**config.mk**
```make
export PLATFORM = sky130hd
export DESIGN_NAME = prog_fir_coeff_loader_flat
export DESIGN_NICKNAME = d
export VERILOG_FILES = /design/src/rtl/prog_fir_pkg.sv /design/src/rtl/prog_fir_coeff_loader_if.sv /design/src/rtl/prog_fir_rd_pipe.sv /design/src/rtl/prog_fir_coeff_loader.sv /design/src/flat_wrapper.sv
export SDC_FILE = /design/constraint.sdc
export NUM_CORES = 1
export LEC_CHECK = 0
export CORE_UTILIZATION = 44
export CTS_BUF_LIST = sky130_fd_sc_hd__clkbuf_8
export CTS_CLUSTER_SIZE = 40
export DETAILED_ROUTE_END_ITERATION = 10
export GPL_ROUTABILITY_DRIVEN = 0
export PLACE_DENSITY = 0.82
export SKIP_LAST_GASP = 1
export SYNTH_ARGS = -nofsm -noshare
export SYNTH_HDL_FRONTEND = slang
export SYNTH_SLANG_ARGS = --single-unit
```
**constraint.sdc**
```tcl
create_clock -name user_clk -period 1.6 [get_ports user_clk]
set_input_delay 0.48 -clock user_clk [delete_from_list [all_inputs] [get_ports user_clk]]
set_output_delay 0.48 -clock user_clk [all_outputs]
set_load 0.005 [all_outputs]
```
**src/rtl/prog_fir_pkg.sv**
```systemverilog
// Shared defaults, FSM state type and status-word layout for the
// prog_fir coefficient loader.
package prog_fir_pkg;

  localparam int CHAN_W_DEF  = 8;
  localparam int NCHAN_DEF   = 256;
  localparam int TAP_W_DEF   = 4;
  localparam int COEFF_W_DEF = 16;
  localparam int RD_LAT_DEF  = 2;

  typedef enum logic [1:0] {
    IDLE,
    READ,
    DRAIN
  } ld_state_e;

  localparam int ST_BUSY_BIT = 31;
  localparam int ST_ERR_BIT  = 30;
  localparam int ST_CNT_W    = 16;

endpackage

```
**src/rtl/prog_fir_coeff_loader_if.sv**
```systemverilog
// Staging-BRAM read port plus coefficient-RAM write port of the
// coefficient loader, seen from the loader (master) or memories (slave).
interface prog_fir_coeff_loader_if
  import prog_fir_pkg::*;
#(
  parameter int CHAN_W  = CHAN_W_DEF,
  parameter int TAP_W   = TAP_W_DEF,
  parameter int COEFF_W = COEFF_W_DEF
);

  logic [TAP_W-1:0]        stg_addr;
  logic [COEFF_W-1:0]      stg_data;
  logic                    cram_we;
  logic [CHAN_W+TAP_W-1:0] cram_addr;
  logic [COEFF_W-1:0]      cram_data;

  modport master (
    output stg_addr,
    input  stg_data,
    output cram_we,
    output cram_addr,
    output cram_data
  );

  modport slave (
    input  stg_addr,
    output stg_data,
    input  cram_we,
    input  cram_addr,
    input  cram_data
  );

endinterface

```
**src/rtl/prog_fir_rd_pipe.sv**
```systemverilog
// RD_LAT-deep delay line carrying the read-valid flag and tap index
// so they line up with the staging BRAM read data.
module prog_fir_rd_pipe #(
  parameter int RD_LAT = 2,
  parameter int TAP_W  = 4
) (
  input  logic             clk_i,
  input  logic             rst_i,
  input  logic             vld_i,
  input  logic [TAP_W-1:0] tap_i,
  output logic             vld_o,
  output logic [TAP_W-1:0] tap_o
);

  logic [RD_LAT-1:0] vld_q;
  logic [TAP_W-1:0]  tap_q [RD_LAT];

  always_ff @(posedge clk_i) begin
    if (rst_i) begin
      vld_q <= '0;
      for (int i = 0; i < RD_LAT; i++) begin
        tap_q[i] <= '0;
      end
    end else begin
      vld_q[0] <= vld_i;
      tap_q[0] <= tap_i;
      for (int i = 1; i < RD_LAT; i++) begin
        vld_q[i] <= vld_q[i-1];
        tap_q[i] <= tap_q[i-1];
      end
    end
  end

  assign vld_o = vld_q[RD_LAT-1];
  assign tap_o = tap_q[RD_LAT-1];

endmodule

```
**src/rtl/prog_fir_coeff_loader.sv**
```systemverilog
// Copies NTAPS staged coefficients into one channel slot of the FIR
// coefficient RAM on each bit31 toggle. Option: FIR_LOAD_STATUS_EN.
module prog_fir_coeff_loader
  import prog_fir_pkg::*;
#(
  parameter int CHAN_W  = CHAN_W_DEF,
  parameter int NCHAN   = NCHAN_DEF,
  parameter int TAP_W   = TAP_W_DEF,
  parameter int COEFF_W = COEFF_W_DEF,
  parameter int RD_LAT  = RD_LAT_DEF
) (
  input  logic        user_clk,
  input  logic        user_rst,
  input  logic [31:0] load_chan_reg,
  prog_fir_coeff_loader_if.master mem,
  output logic        busy,
`ifdef FIR_LOAD_STATUS_EN
  output logic        load_err,
  output logic [31:0] load_status
`else
  output logic        load_err
`endif
);

  ld_state_e state_q;

  logic              tog_q;
  logic              tog_prev_q;
  logic [CHAN_W-1:0] chan_q;
  logic [TAP_W-1:0]  stg_addr_q;
  logic [TAP_W-1:0]  stg_addr_d;
  logic              busy_q;
  logic              err_q;

  logic                    cram_we_q;
  logic [CHAN_W+TAP_W-1:0] cram_addr_q;
  logic [COEFF_W-1:0]      cram_data_q;

  logic              cmd;
  logic [CHAN_W-1:0] chan_in;
  logic              chan_ok;
  logic              last_wr;
  logic              p_vld;
  logic [TAP_W-1:0]  p_tap;
  logic              unused_reg_bits;

  assign chan_in    = load_chan_reg[CHAN_W-1:0];
  assign chan_ok    = 32'(chan_in) < 32'(NCHAN);
  assign cmd        = tog_q ^ tog_prev_q;
  assign stg_addr_d = stg_addr_q + TAP_W'(1);
  assign last_wr    = cram_we_q && (cram_addr_q[TAP_W-1:0] == '1);

  assign unused_reg_bits = ^load_chan_reg[30:CHAN_W];

  prog_fir_rd_pipe #(
    .RD_LAT (RD_LAT),
    .TAP_W  (TAP_W)
  ) u_rd_pipe (
    .clk_i (user_clk),
    .rst_i (user_rst),
    .vld_i (state_q == READ),
    .tap_i (stg_addr_q),
    .vld_o (p_vld),
    .tap_o (p_tap)
  );

`ifdef FIR_LOAD_STATUS_EN
  logic [ST_CNT_W-1:0] load_cnt_q;
`endif

  always_ff @(posedge user_clk) begin
    if (user_rst) begin
      state_q     <= IDLE;
      tog_q       <= 1'b0;
      tog_prev_q  <= 1'b0;
      chan_q      <= '0;
      stg_addr_q  <= '0;
      busy_q      <= 1'b0;
      err_q       <= 1'b0;
      cram_we_q   <= 1'b0;
      cram_addr_q <= '0;
      cram_data_q <= '0;
`ifdef FIR_LOAD_STATUS_EN
      load_cnt_q  <= '0;
`endif
    end else begin
      tog_q      <= load_chan_reg[31];
      tog_prev_q <= tog_q;

      // Write stage: one register slice after the aligned read data.
      cram_we_q <= p_vld;
      if (p_vld) begin
        cram_addr_q <= {chan_q, p_tap};
        cram_data_q <= mem.stg_data;
      end

      unique case (state_q)
        IDLE: begin
          if (cmd) begin
            if (chan_ok) begin
              chan_q     <= chan_in;
              err_q      <= 1'b0;
              busy_q     <= 1'b1;
              stg_addr_q <= '0;
              state_q    <= READ;
            end else begin
              err_q <= 1'b1;
            end
          end
        end
        READ: begin
          if (cmd) err_q <= 1'b1;
          if (stg_addr_q == '1) begin
            stg_addr_q <= '0;
            state_q    <= DRAIN;
          end else begin
            stg_addr_q <= stg_addr_d;
          end
        end
        DRAIN: begin
          if (cmd) err_q <= 1'b1;
          if (last_wr) begin
            busy_q  <= 1'b0;
            state_q <= IDLE;
`ifdef FIR_LOAD_STATUS_EN
            load_cnt_q <= load_cnt_q + ST_CNT_W'(1);
`endif
          end
        end
        default: state_q <= IDLE;
      endcase
    end
  end

  assign mem.stg_addr  = stg_addr_q;
  assign mem.cram_we   = cram_we_q;
  assign mem.cram_addr = cram_addr_q;
  assign mem.cram_data = cram_data_q;
  assign busy          = busy_q;
  assign load_err      = err_q;

`ifdef FIR_LOAD_STATUS_EN
  always_comb begin
    load_status = '0;
    load_status[ST_BUSY_BIT] = busy_q;
    load_status[ST_ERR_BIT]  = err_q;
    load_status[ST_CNT_W-1:0] = load_cnt_q;
  end
`endif

endmodule
```
**src/flat_wrapper.sv**
```systemverilog
// flat-port wrapper written by rule: the top's interface ports become plain ports
module prog_fir_coeff_loader_flat import prog_fir_pkg::*;
#(
  parameter int CHAN_W  = CHAN_W_DEF,
  parameter int NCHAN   = NCHAN_DEF,
  parameter int TAP_W   = TAP_W_DEF,
  parameter int COEFF_W = COEFF_W_DEF,
  parameter int RD_LAT  = RD_LAT_DEF
)
  (user_clk, user_rst, load_chan_reg, busy, load_err, mem_stg_addr, mem_stg_data, mem_cram_we, mem_cram_addr, mem_cram_data);
  prog_fir_coeff_loader_if #(.CHAN_W(CHAN_W), .TAP_W(TAP_W), .COEFF_W(COEFF_W)) mem_i ();
  input  logic user_clk;
  input  logic user_rst;
  input  logic [31:0] load_chan_reg;
  output logic busy;
  output logic load_err;
  output wire logic [$bits(mem_i.stg_addr)-1:0] mem_stg_addr;
  input wire logic [$bits(mem_i.stg_data)-1:0] mem_stg_data;
  output wire logic [$bits(mem_i.cram_we)-1:0] mem_cram_we;
  output wire logic [$bits(mem_i.cram_addr)-1:0] mem_cram_addr;
  output wire logic [$bits(mem_i.cram_data)-1:0] mem_cram_data;
  assign mem_stg_addr = mem_i.stg_addr;
  assign mem_i.stg_data = mem_stg_data;
  assign mem_cram_we = mem_i.cram_we;
  assign mem_cram_addr = mem_i.cram_addr;
  assign mem_cram_data = mem_i.cram_data;
  prog_fir_coeff_loader #(.CHAN_W(CHAN_W), .NCHAN(NCHAN), .TAP_W(TAP_W), .COEFF_W(COEFF_W), .RD_LAT(RD_LAT)) u_core (.user_clk(user_clk), .user_rst(user_rst), .load_chan_reg(load_chan_reg), .mem(mem_i), .busy(busy), .load_err(load_err));
endmodule
```
==> metrics.md, run 1 <==
| Metric | Value |
|---|---|
| Level count of the clock H-tree | `3` |
| Layout cell share with drive strength beyond 1 | `about an eighth` |
| Initial antenna violation count | `0` |
| CTS tree | `built` |
| Actual slew at the worst max-slew pin | `0.3452 ns` |
| Yosys top cell by area | `dfxtp_1` |
| CP Buf/Inv Count | `1` |
| Dpl cells | `slightly above 300` |
| I/O pin count | `85` |
| Status | `completed` |
| Syn nets | `approximately 260` |
| Core Footprint | `4414 sq um` |
| Clock buffer depth | `2` |
| DRC Markers | `0` |
| Die height | `between 70 and 80 um` |
| First-pass GRT wire length | `7.362 mm` |
| Hold_buf cts | `0` |
| Most common cell after layout, fill and taps aside | `dfxtp_1` |
| # setup viols final | `0` |
| Slowest CP cell | `or3_1` |
| Layout Cells excl Fill | `329` |
| Worst EP arrival | `1.76 ns` |
| Fillers | `around 360` |
| Fin crit period | `between 1 and 1.5 ns` |
| Critical Path End Type | `flop` |
| CTS Buf Count | `9` |
| Final core utilization | `66.92%` |
| GRT overflow | `0` |
| Clock sinks | `57` |
| Layout area overhead | `44.32%` |
| CP max FO | `6` |
| Cell variety after synth | `28` |
| Area of the multi-input gates | `857.1 sq um` |
| Hold crit path type | `reg -> reg` |
| Max cap viols | `0` |
| Synth area leaders | `dfxtp_1, mux2i_1, nor2_1, nor2b_1, a21oi_1` |
| All-Layer GR Usage | `19.44%` |
| Startpoint types | `flop` |
| CP max stage delay | `0.36 ns` |
| Antenna diodes | `0` |
| Rows | `24` |
| Final cycle utilization of the critical path | `a little over nine tenths` |
| Top-area cell type share of the netlist area | `55.75%` |
| Die area | `4929 sq um` |
| DR iter-0 viols | `51` |
| Seq cells post-synth | `57` |
| DR pass1 iterations | `5` |
| Vias in the first global route | `1,625` |
| Die Wd | `70.21 um` |
| Final hold vios | `0` |
| Initial core utilization | `a little under half` |
| Final HPWL DP | `around 2.7 mm` |
| Peak VDD IR | `roughly 1.2 mV` |
| Mapped cell area | `2047 sq um` |
| IO Port Bufs | `61` |
| Register Area | `between 1000 and 1500 sq um` |
| Syn Area/Cell | `between 10 and 15 sq um` |
| Worst-Skew Late Latency | `approximately 0.33 ns` |
| Peak Freq | `667.2 MHz` |
| Nets | `327` |
| Largest net degree at the start of global routing | `30` |
| Seq/Total Area, Yosys | `a little under three fifths` |
| Max-slew headroom | `between 70% and 80%` |
| Worst path cell trace | `buf_4, ha_1, nand3_1, nand2_1, or3_1, a21oi_1` |
| Wire per inst | `around 13 um` |
| Unrepaired setup endpoints after global routing | `no` |
| Clock transition at path regs | `~0.070 ns` |
| Max Slew Vio Count | `0` |
| Clk root buf | `clkbuf_8` |
| Detailed-route via count | `1,612` |
| Syn Inst Count | `between 200 and 250` |
| Skew final | `0.006370 ns` |
| LEAKAGE | `~1.3 nW` |
| Crit path max-delay family | `simple AND/OR/NAND/NOR gates` |
| DR vias/cell | `4.900` |
| CP Class | `reg -> reg` |
| Yosys warning total | `0` |
| Commonest non-fill, non-tap cells in the layout | `dfxtp_1, dlygate4sd2_1, nor2_1, mux2i_1, clkdlybuf4s50_1` |
| Final wirelength | `around 4.3 mm` |
| CP Data Required Time | `1.86 ns` |
| Antenna Violating Nets Remaining | `0` |
| Power density cells | `between 1000 and 1500 nW/um^2` |
## through the flow
stage                     setup WS (ns)  area [sq um]  hold slack, ns  power [W]  TNS [ns]
after floorplan                  0.2724          2047          0.4138   0.001994         0
after global placement           0.1435          2726          0.4208   0.002250         0
after detailed placement         0.1276          2726          0.4204   0.002262         0
after CTS                      -0.06072          2939          0.4334   0.003704  -0.06072
after global routing           0.004760          2954          0.4397   0.003873         0
final                            0.1013          2954          0.4333   0.003690         0
## cell usage after synthesis
| cell type | instances |
|---|---|
| a32oi_1 | 1 |
| xnor2_1 | 1 |
| inv_1 | 3 |
| mux2i_1 | 30 |
| a41o_1 | 1 |
| a22o_1 | 1 |
| nor2b_1 | 13 |
| a21oi_1 | 12 |
| and3_1 | 1 |
| buf_1 | 1 |
| nand2_1 | 15 |
| a31oi_1 | 1 |
| o21ai_0 | 2 |
| xor2_1 | 1 |
| o22ai_1 | 1 |
| ha_1 | 4 |
| nand4bb_1 | 1 |
| a311oi_1 | 1 |
| or3_1 | 1 |
| nand3_1 | 10 |
| a22oi_1 | 1 |
| buf_2 | 4 |
| a21boi_0 | 1 |
| dfxtp_1 | 57 |
| o21a_1 | 1 |
| clkbuf_1 | 7 |
| o31ai_1 | 1 |
| nor2_1 | 31 |
## cell type report
type	instances	area share (%)
multi-input combinational	132	29.01
sequential	57	39.18
tap	52	2.202
clock buffer	10	4.659
timing repair buffer	70	21.86
inverter	3	0.3812
clock inverter	5	2.711
## power by group
part	switching, W	internal, W
Sequential	0.0000522	0.00152
Combinational	0.000351	0.000311
Clock	0.000553	0.000906
## flip-flops by register name, indices dropped and copies added (netlist names)
signal,flops
u_core.mem.cram_data,16
u_core.mem.cram_addr,12
u_core.chan_q,8
u_core.u_rd_pipe.tap_q,8
u_core.mem.stg_addr,4
u_core.state_q,2
u_core.u_rd_pipe.vld_q,2
u_core.busy,1
u_core.load_err,1
u_core.mem.cram_we,1
u_core.tog_prev_q,1
u_core.tog_q,1
## layer usage
layer / GRT usage [%] / share of wire (%)
met5: 0 / 0
met4: 7.333 / 1.8
met3: 8.658 / 5.7
met2: 32.69 / 49
met1: 21.52 / 43
## what timing repair did
item | in CTS | in global routing
setup endpoints to repair | 35 | 5
cloned | 0 | 0
gates resized for setup | 44 | 5
setup buffers | 3 | 0
## final timing paths
check,end,startpoint,slack [ns],cells past startpoint
worst max-delay path,u_core.mem.stg_addr[0],u_core.mem.stg_addr[0],0.10,6
worst min register to register,u_core.u_rd_pipe.tap_q[1][2],u_core.u_rd_pipe.tap_q[0][2],0.43,1
worst max register to register,u_core.mem.stg_addr[0],u_core.mem.stg_addr[0],0.10,6
worst min-delay path,u_core.u_rd_pipe.tap_q[1][2],u_core.u_rd_pipe.tap_q[0][2],0.43,1
## cell families after synthesis
group / after synthesis / synth area share (%)
xor+xnor: 2 / 0.8559
flops: 57 / 55.75
buf+inv: 15 / 2.995
fa+ha+maj: 4 / 2.445
mux: 30 / 14.67
simple gates: 72 / 16.01
compound gates: 24 / 7.275
(Power assumes the default switching activity.)
==> run 2, diff against run 1 <==
Settings changed: CAP_MARGIN set to 5, CTS_CLUSTER_DIAMETER set to 200.
==> results of run 2 <==
The final DEF is identical to that of run 1; final timing and power are the same.
